[src/rtl/rv32i_pkg.sv]
// Shared types and constants for the HD44780 write controller: FSM state encoding,
// power-on command bytes and parameter-clamping helpers.
package rv32i_pkg;

  typedef enum logic [2:0] {
    INIT_WAIT = 3'd0,
    INIT_CMD  = 3'd1,
    IDLE      = 3'd2,
    SETUP     = 3'd3,
    PULSE     = 3'd4,
    HOLD      = 3'd5,
    EXEC      = 3'd6
  } lcd_state_e;

  localparam logic [7:0] LCD_CMD_FUNC_SET = 8'h38;
  localparam logic [7:0] LCD_CMD_DISP_ON  = 8'h0C;
  localparam logic [7:0] LCD_CMD_CLEAR    = 8'h01;
  localparam logic [7:0] LCD_CMD_ENTRY    = 8'h06;
  localparam logic [2:0] LCD_INIT_LEN     = 3'd4;

  // A zero-length phase would never raise done, so every timing value is at least 1.
  function automatic int cyc_min1(input int v);
    return (v < 1) ? 1 : v;
  endfunction

  function automatic int cyc_max(input int a, input int b);
    return (a > b) ? a : b;
  endfunction

  function automatic logic [7:0] init_cmd(input logic [1:0] idx);
    logic [7:0] c;
    case (idx)
      2'd0:    c = LCD_CMD_FUNC_SET;
      2'd1:    c = LCD_CMD_DISP_ON;
      2'd2:    c = LCD_CMD_CLEAR;
      2'd3:    c = LCD_CMD_ENTRY;
      default: c = LCD_CMD_FUNC_SET;
    endcase
    return c;
  endfunction

endpackage

[src/rtl/lcd_timer.sv]
// Phase delay counter: load a length, done is high on the last cycle of that length.
// Counts up from zero and saturates, so it never wraps while the FSM sits in IDLE.
module lcd_timer #(
  parameter int            CW      = 8,
  parameter logic [CW-1:0] RST_LEN = {{(CW-1){1'b0}}, 1'b1}
) (
  input  logic          clk,
  input  logic          rst,
  input  logic          load,
  input  logic [CW-1:0] len,
  output logic          done
);

  logic [CW-1:0] cnt_r;
  logic [CW-1:0] len_r;

  // Cycle counter and captured phase length.
  always_ff @(posedge clk) begin
    if (rst) begin
      cnt_r <= {CW{1'b0}};
      len_r <= RST_LEN;
    end else if (load) begin
      cnt_r <= {CW{1'b0}};
      len_r <= len;
    end else if (cnt_r != {CW{1'b1}}) begin
      cnt_r <= cnt_r + {{(CW-1){1'b0}}, 1'b1};
    end
  end

  assign done = (cnt_r == (len_r - {{(CW-1){1'b0}}, 1'b1}));

endmodule

[src/rtl/lcd_ctrl.sv]
// HD44780 write-only controller: accepts one byte per valid/ready handshake and strobes it
// onto the LCD bus. Define LCD_INIT_EN to add the power-on wait and init command sequence.
module lcd_ctrl
  import rv32i_pkg::*;
#(
  parameter int SETUP_CYC     = 4,
  parameter int PULSE_CYC     = 12,
  parameter int HOLD_CYC      = 2,
  parameter int EXEC_CYC      = 2000,
  parameter int EXEC_LONG_CYC = 82000,
  parameter int POWERUP_CYC   = 2000000
) (
  input  logic       i_clk,
  input  logic       i_rst,
  input  logic       i_valid,
  input  logic       i_rs,
  input  logic [7:0] i_data,
  output logic       o_ready,
  output logic       o_lcd_on,
  output logic       o_lcd_en,
  output logic       o_lcd_rs,
  output logic       o_lcd_rw,
  output logic [7:0] o_lcd_data
);

  localparam int SETUP_N     = cyc_min1(SETUP_CYC);
  localparam int PULSE_N     = cyc_min1(PULSE_CYC);
  localparam int HOLD_N      = cyc_min1(HOLD_CYC);
  localparam int EXEC_N      = cyc_min1(EXEC_CYC);
  localparam int EXEC_LONG_N = cyc_min1(EXEC_LONG_CYC);
  localparam int POWERUP_N   = cyc_min1(POWERUP_CYC);
  localparam int MAX_N = cyc_max(cyc_max(cyc_max(SETUP_N, PULSE_N), cyc_max(HOLD_N, EXEC_N)),
                                 cyc_max(EXEC_LONG_N, POWERUP_N));
  localparam int CW = $clog2(MAX_N) + 1;

`ifdef LCD_INIT_EN
  localparam lcd_state_e    RST_STATE = INIT_WAIT;
  localparam logic          RST_READY = 1'b0;
  localparam logic [CW-1:0] RST_LEN   = CW'(POWERUP_N);
`else
  localparam lcd_state_e    RST_STATE = IDLE;
  localparam logic          RST_READY = 1'b1;
  localparam logic [CW-1:0] RST_LEN   = CW'(1);
`endif

  lcd_state_e    state_r, next_s;
  logic          load_s, done_s, latch_s, latch_rs_s, long_s;
  logic [CW-1:0] len_s;
  logic [7:0]    latch_data_s;
  logic          lcd_en_r, lcd_rs_r, lcd_on_r, ready_r;
  logic [7:0]    lcd_data_r;
`ifdef LCD_INIT_EN
  logic          issue_s;
  logic [2:0]    init_idx_r;
`endif

  lcd_timer #(.CW(CW), .RST_LEN(RST_LEN)) u_timer (
    .clk  (i_clk),
    .rst  (i_rst),
    .load (load_s),
    .len  (len_s),
    .done (done_s)
  );

  // Clear and return-home are the slow HD44780 commands.
  assign long_s = !lcd_rs_r && (lcd_data_r >= 8'h01) && (lcd_data_r <= 8'h03);

  // Next-state, timer reload and bus-latch decode.
  always_comb begin
    next_s       = state_r;
    load_s       = 1'b0;
    len_s        = CW'(SETUP_N);
    latch_s      = 1'b0;
    latch_rs_s   = i_rs;
    latch_data_s = i_data;
`ifdef LCD_INIT_EN
    issue_s      = 1'b0;
`endif
    case (state_r)
      IDLE: begin
        if (i_valid) begin
          next_s  = SETUP;
          load_s  = 1'b1;
          latch_s = 1'b1;
        end else begin
          next_s = IDLE;
        end
      end
      SETUP: begin
        if (done_s) begin
          next_s = PULSE;
          load_s = 1'b1;
          len_s  = CW'(PULSE_N);
        end else begin
          next_s = SETUP;
        end
      end
      PULSE: begin
        if (done_s) begin
          next_s = HOLD;
          load_s = 1'b1;
          len_s  = CW'(HOLD_N);
        end else begin
          next_s = PULSE;
        end
      end
      HOLD: begin
        if (done_s) begin
          next_s = EXEC;
          load_s = 1'b1;
          len_s  = long_s ? CW'(EXEC_LONG_N) : CW'(EXEC_N);
        end else begin
          next_s = HOLD;
        end
      end
      EXEC: begin
        if (done_s) begin
`ifdef LCD_INIT_EN
          next_s = (init_idx_r != LCD_INIT_LEN) ? INIT_CMD : IDLE;
`else
          next_s = IDLE;
`endif
        end else begin
          next_s = EXEC;
        end
      end
`ifdef LCD_INIT_EN
      INIT_WAIT: begin
        if (done_s) begin
          next_s = INIT_CMD;
        end else begin
          next_s = INIT_WAIT;
        end
      end
      INIT_CMD: begin
        next_s       = SETUP;
        load_s       = 1'b1;
        latch_s      = 1'b1;
        latch_rs_s   = 1'b0;
        latch_data_s = init_cmd(init_idx_r[1:0]);
        issue_s      = 1'b1;
      end
`endif
      default: begin
        next_s = IDLE;
      end
    endcase
  end

  // State register and registered LCD bus outputs.
  always_ff @(posedge i_clk) begin
    if (i_rst) begin
      state_r    <= RST_STATE;
      lcd_en_r   <= 1'b0;
      lcd_rs_r   <= 1'b0;
      lcd_data_r <= 8'h00;
      lcd_on_r   <= 1'b0;
      ready_r    <= RST_READY;
`ifdef LCD_INIT_EN
      init_idx_r <= 3'd0;
`endif
    end else begin
      state_r  <= next_s;
      lcd_en_r <= (next_s == PULSE);
      ready_r  <= (next_s == IDLE);
      lcd_on_r <= 1'b1;
      if (latch_s) begin
        lcd_rs_r   <= latch_rs_s;
        lcd_data_r <= latch_data_s;
      end
`ifdef LCD_INIT_EN
      if (issue_s) begin
        init_idx_r <= init_idx_r + 3'd1;
      end
`endif
    end
  end

  assign o_ready    = ready_r;
  assign o_lcd_on   = lcd_on_r;
  assign o_lcd_en   = lcd_en_r;
  assign o_lcd_rs   = lcd_rs_r;
  assign o_lcd_rw   = 1'b0;
  assign o_lcd_data = lcd_data_r;

endmodule

[config.mk]
export PLATFORM = sky130hd
export DESIGN_NAME = lcd_ctrl
export DESIGN_NICKNAME = d
export VERILOG_FILES = /design/src/rtl/rv32i_pkg.sv /design/src/rtl/lcd_timer.sv /design/src/rtl/lcd_ctrl.sv
export SDC_FILE = /design/constraint.sdc
export NUM_CORES = 1
export LEC_CHECK = 0
export CAP_MARGIN = 25
export CELL_PAD_IN_SITES_DETAIL_PLACEMENT = 2
export CELL_PAD_IN_SITES_GLOBAL_PLACEMENT = 2
export CORE_UTILIZATION = 39
export DETAILED_ROUTE_END_ITERATION = 10
export PLACE_DENSITY_LB_ADDON = 0.1
export SYNTH_ARGS = -nofsm -noshare
export SYNTH_HDL_FRONTEND = slang
export SYNTH_HIERARCHICAL = 1
export SYNTH_SLANG_ARGS = --single-unit
[constraint.sdc]
create_clock -name i_clk -period 10.2 [get_ports i_clk]
set_clock_uncertainty 0.15 [all_clocks]
set_input_delay 1.53 -clock i_clk [delete_from_list [all_inputs] [get_ports i_clk]]
set_output_delay 1.53 -clock i_clk [all_outputs]
set_load 0.1 [all_outputs]
==> results of run 1 <==
tightest hold or removal path: cells and delay by family, from the launching register on:
kind | cells | cell delay [ns]
AOI/OAI and AO/OA | 1 | 0.05
and+or+nand+nor | 1 | 0.06
DFF | 1 | 0.33
flip-flops by register name (all words and copies together), names as in the netlist:
| register | flops |
|---|---|
| o_lcd_data | 8 |
| o_lcd_en | 1 |
| o_lcd_on | 1 |
| o_lcd_rs | 1 |
| o_ready | 1 |
| state_r | 3 |
| u_timer/cnt_r | 22 |
| u_timer/len_r | 22 |
per-stage QoR:
stage | instances | utilization, % | setup WS [ns]
finish | 522 | 46.14 | 5.585
global route | 522 | 46.14 | 5.250
CTS | 521 | 46.00 | 5.531
detailed placement | 505 | 43.90 | 5.625
global placement | 505 | 43.90 | 5.743
floorplan | 401 | - | 6.590
area by class of cell:
type	instances	share of cell area (%)
clock inverter	2	0.2640
inverter	13	1.287
multi-input combinational	302	52.57
timing repair buffer	27	6.964
sequential	59	31.16
tap	105	3.465
clock buffer	14	4.290
worst min path at each step:
stage	from	endpoint	slack, ns
global route	o_lcd_data[0]$_SDFFE_PP0P_	o_lcd_data[0]$_SDFFE_PP0P_	0.35
detailed placement	o_lcd_data[6]$_SDFFE_PP0P_	o_lcd_data[6]$_SDFFE_PP0P_	0.32
floorplan	u_timer/len_r[21]$_SDFFE_PP0P_	u_timer/len_r[21]$_SDFFE_PP0P_	0.33
finish	o_lcd_data[0]$_SDFFE_PP0P_	o_lcd_data[0]$_SDFFE_PP0P_	0.34
CTS	o_lcd_data[2]$_SDFFE_PP0P_	o_lcd_data[2]$_SDFFE_PP0P_	0.34
global placement	o_lcd_data[4]$_SDFFE_PP0P_	o_lcd_data[4]$_SDFFE_PP0P_	0.32
cells in the final DEF (no fill, tap or decap), types with 7 or more instances in the layout:
| cell type | Yosys | final |
|---|---|---|
| clkdlybuf4s50_1 | 0 | 23 |
| mux2i_1 | 23 | 23 |
| nor2_1 | 56 | 56 |
| dfxtp_1 | 59 | 59 |
| conb_1 | 1 | 12 |
| xnor2_1 | 27 | 27 |
| a21oi_1 | 20 | 20 |
| nand3_1 | 12 | 12 |
| inv_1 | 13 | 13 |
| nor3_1 | 11 | 11 |
| xor2_1 | 18 | 18 |
| a211oi_1 | 7 | 7 |
| nand2_1 | 32 | 32 |
| nand4_1 | 7 | 7 |
| clkbuf_8 | 0 | 11 |
cell families (layout without fill, tap and decap cells):
family	Yosys count	count (layout)	synth area share, %
other	1	12	0.1131
flip-flops	59	59	35.62
buffers and inverters	40	56	5.510
AND/OR/NAND/NOR	156	156	25.47
AO/OA/AOI/OAI	64	64	13.70
adder cells (fa/ha/maj)	2	2	0.7546
XOR/XNOR	45	45	11.89
multiplexers	23	23	6.943
where the power goes:
group | internal, W | total, W | switching [W] | leakage (nW)
registers | 0.000238 | 0.000251 | 0.0000129 | 0.480
logic | 0.0000376 | 0.000102 | 0.0000648 | 0.842
clock network | 0.000101 | 0.000198 | 0.0000968 | 0.0905
total | 0.000377 | 0.000551 | 0.000174 | 1.41
routing by layer:
| metal | wire (um) | global-route usage [%] | vias up |
|---|---|---|---|
| met2 | 5070 | 44.44 | 41 |
| met1 | 4484 | 29.45 | 1402 |
| li1 | - | - | 1405 |
| met3 | 301 | 5.583 | 9 |
| met4 | 103 | 8.846 | 0 |
| met5 | 0 | 0 | - |
==> qor.csv, run 1 <==
metric,value,unit
outcome,"finished, final reports clean",
first-pass detailed-route iteration total,4,
Yosys reg bits,59,
slew of the pin with the lowest slew margin,0.9882,ns
PortBufs,23,
Worst-Skew Late Latency,0.35,ns
vias,2857,
crit path buf inv count,3,
final wirelength,9959,um
Tmin final,4.615,ns
worst setup path endpoint,u_timer/cnt_r[20]$_SDFFE_PP0P_,
CP arrival,4.67,ns
# DRC,0,
PD cells,145.4,nW/um^2
total congestion overflow,0,
first-pass GRT wire length,16620,um
"Slowest-stage cell, CP",or2_0,
Hold Crit Depth,2,
setup bufs post-CTS,0,
Final TNS setup,0,ns
Clock Sinks,59,
initial drt markers,62,
Crit path max-delay family,compound AO/OA/AOI/OAI gates,
post-synthesis sequential area ratio,35.62,%
Crit path depth,13,
dpl cell area,3607,sq um
hold_buf cts,0,
multi-input logic area,1993,sq um
syn avg cell area,8.502,sq um
H-tree level count,3,
WL/cell,19.08,um
antenna violations before repair,0,
vias per inst,5.473,
Hold WS,0.3377,ns
Synth async-reset ratio,0,%
main area contributors after synthesis,"dfxtp_1 36%, xnor2_1 7.1%, mux2i_1 6.9%",
core area,8217,sq um
Slew HR,33.91,%
Setup CP Type,reg -> reg,
CP dominant cell by count,buf_4,
CP endpoint kind,register,
Peak supply drop,0.1003,mV
"Hold Violations, Final",0,
crit-path max FO,24,
HPWL Detailed,7059,um
Die X,94.21,um
"Clk pin slew, worst setup/hold paths",0.07,ns
gpl congestion,0.8023,
die area,8875,sq um
antenna fix cells,0,
GRT Overall Usage,25.12,%
Post-synth EDFFs,0,
Critical R2R Capture,u_timer/cnt_r[20]$_SDFFE_PP0P_,
Worst Hold Class,reg -> reg,
register-to-register setup slack,5.58,ns
CP peak stage delay,0.54,ns
worst flop-to-flop path startpoint,u_timer/len_r[1]$_SDFFE_PP0P_,
Num CTS Buffers,9,
Starting Density,40.35,%
top_reg_cell synth,dfxtp_1,
"Critical Path, Cell by Cell",inv_1 -> ha_1 -> nor4b_4 -> a41oi_1 -> a2111oi_1 -> o2111ai_1 -> a221oi_2 -> nand4b_1 -> nand3_1 -> buf_4 -> or2_0 -> buf_4 -> a311oi_1,
Worst Path Required,10.26,ns
share of the synthesized area in the top cell type,35.62,%
Fmax,216.7,MHz
post-route ant nets,0,
Pwr Total,0.0005513,W
number of core rows,33,
cts repair resizes,0,
post-synthesis cell type with the largest combined area,dfxtp_1,
# setup viols final,0,
Worst Setup SP,u_timer/len_r[1]$_SDFFE_PP0P_,
Worst Setup Start Kind,register,
Post-synth top cells,"59 x dfxtp_1, 56 x nor2_1, 32 x nand2_1",
vias in the first global route,3114,
layout cells sized above 1,6.715,%
CTS root buf,clkbuf_8,
maxcap violations,0,
worst r2r path cells,13,
final period utilization,45.25,%
fin nets,426,
Mapped Area,3316,sq um
synthesized instance count,390,
Die Y,94.21,um
CTS tree,built,
"Area growth, synth to finish",14.34,%
largest net degree at the start of global routing,39,
synth unique cells,62,
Max Root-Sink Buffers,2,
RSZ-0062 raised after global routing,false,
final instance area,3791,sq um
Pleak,1.412,nW
Top-Level Pins,25,
yosys warns,6,
Slew Limit Fails,0,
most common cell in the netlist,dfxtp_1,
register area,1181,sq um
FILL cells,948,
(Power assumes the default switching activity.)
==> run 2: changes to the inputs <==
- CORE_UTILIZATION: 39 -> 36
- clock period: 10.2 -> 4.6 ns (I/O delays scaled with it)
==> run 2 against run 1 <==
- register-to-register slack worse by 5.3 ns
- critical path depth unchanged
- design area up 1.6%
- combinational power up 120%
- sequential share of layout area down 0.50 points
- global-route usage down 3.9 points
- routed wire length down 5.9%
- critical path type unchanged
- power up 140%
- clock power rose to 2.7 times the previous value
==> qor.csv, run 2 (synthesis results as in run 1) <==
metric,value,unit
H-tree level count,3,
Die X,97.97,um
antenna fix cells,0,
vias in the first global route,3093,
Worst Hold Class,reg -> reg,
CP arrival,4.34,ns
Slew HR,34.68,%
final period utilization,93.25,%
Critical R2R Capture,u_timer/len_r[16]$_SDFFE_PP0P_,
CTS root buf,clkbuf_8,
Worst-Skew Late Latency,0.34,ns
fin nets,427,
core area,8806,sq um
GRT Overall Usage,21.18,%
post-route ant nets,0,
Hold Crit Depth,2,
outcome,"finished, final reports clean",
PD cells,343.1,nW/um^2
setup bufs post-CTS,0,
most frequent cells in the layout,"59 x dfxtp_1, 56 x nor2_1, 32 x nand2_1, 27 x xnor2_1",
antenna violations before repair,0,
Top-Level Pins,25,
Starting Density,37.65,%
final wirelength,9370,um
gpl congestion,0.8089,
largest net degree at the start of global routing,23,
Peak supply drop,0.1732,mV
Clock Sinks,59,
WL/cell,17.81,um
layout cells sized above 1,7.656,%
slack of the critical path,0.3103,ns
pre-CTS setup slack,0.2792,ns
dpl cell area,3618,sq um
worst flop-to-flop path startpoint,u_timer/len_r[0]$_SDFFE_PP1P_,
Max Root-Sink Buffers,2,
Num CTS Buffers,9,
Post-Route Utilization,43.75,%
"Area growth, synth to finish",16.19,%
Setup CP Type,reg -> reg,
Worst Path Required,4.65,ns
# DRC,0,
total congestion overflow,0,
CP endpoint kind,register,
slew of the pin with the lowest slew margin,0.9768,ns
number of core rows,34,
initial drt markers,74,
first-pass GRT wire length,16000,um
RSZ-0062 raised after global routing,false,
Final TNS setup,0,ns
Pleak,1.434,nW
first-pass detailed-route iteration total,4,
cts repair resizes,0,
die area,9598,sq um
# setup viols final,0,
crit-path max FO,17,
PortBufs,23,
Die Y,97.97,um
Tmin final,4.290,ns
worst r2r path cells,13,
Slew Limit Fails,0,
Worst Setup Start Kind,register,
"Hold Violations, Final",0,
final instance area,3852,sq um
HPWL Detailed,6903,um
"Clk pin slew, worst setup/hold paths",0.07,ns
CTS tree,built,
min-delay src,o_lcd_data[1]$_SDFFE_PP0P_,
worst min-delay path endpoint,o_lcd_data[1]$_SDFFE_PP0P_,
vias per inst,5.407,
vias,2844,
maxcap violations,0,
hold_buf cts,0,
register-to-register setup slack,0.31,ns
Fmax,233.1,MHz
"commonest non-fill, non-tap cell in the layout",dfxtp_1,
run 2: cell count changes in the layout (fill, tap and decap cells not counted), sizes merged:
cell | previous run | this run
clkinvlp | 0 | 2
clkbuf | 14 | 10
bufinv | 0 | 2
buf | 4 | 5
run 2: critical path, cell delays in order (launching register included):
cell and delay [ns]:
dfxtp_1 0.35, inv_1 0.09, ha_1 0.30, nor4b_4 0.48, a41oi_1 0.26, a2111oi_1 0.52
o2111ai_1 0.26, a221oi_2 0.47, nand4b_1 0.27, nand3_1 0.16, buf_4 0.21, buf_4 0.32
mux2i_1 0.26, nor2_1 0.06
run 2: how the worst max path moves through the flow:
stage	start	end	slack, ns	cells after the start
2_1_floorplan	u_timer/len_r[0]$_SDFFE_PP1P_	u_timer/len_r[10]$_SDFFE_PP0P_	0.99	13
3_3_place_gp	u_timer/len_r[0]$_SDFFE_PP1P_	u_timer/len_r[3]$_SDFFE_PP0P_	0.60	13
3_5_place_dp	u_timer/len_r[0]$_SDFFE_PP1P_	u_timer/len_r[14]$_SDFFE_PP0P_	0.28	13
4_1_cts	u_timer/len_r[0]$_SDFFE_PP1P_	u_timer/len_r[2]$_SDFFE_PP0P_	0.21	13
5_1_grt	u_timer/len_r[0]$_SDFFE_PP1P_	u_timer/len_r[16]$_SDFFE_PP0P_	0.02	13
6_report	u_timer/len_r[0]$_SDFFE_PP1P_	u_timer/len_r[16]$_SDFFE_PP0P_	0.31	13
run 2: area by class of cell:
cell class	count	area [sq um]
Clock buffer	10	137.6
Clock inverter	6	88.84
Fill cell	977	4954
Inverter	13	48.80
Multi-Input combinational cell	302	1993
Sequential cell	59	1181
Tap cell	108	135.1
Timing Repair Buffer	28	267.8
run 2: metrics by stage:
stage          total power (W)  std cells  hold WS (ns)
3_3_place_gp         0.0007871        509        0.3131
5_1_grt               0.001389        526        0.3620
4_1_cts               0.001345        525        0.3369
6_report              0.001322        526        0.3355
3_5_place_dp         0.0007940        509        0.3263
2_1_floorplan        0.0007369        401        0.3307
run 2: per-layer routing:
| metal | track usage, % | part of all wire [%] | vias to the layer above |
|---|---|---|---|
| li1 | - | - | 1403 |
| met1 | 27.05 | 48 | 1415 |
| met2 | 36.24 | 49 | 17 |
| met3 | 3.865 | 1.5 | 9 |
| met4 | 6.294 | 0.88 | 0 |
| met5 | 0 | 0 | - |
run 2: power breakdown:
group / switching (W) / internal [W]
clock: 0.000218 / 0.000319
sequential: 0.0000268 / 0.000528
combinational: 0.000144 / 0.0000852
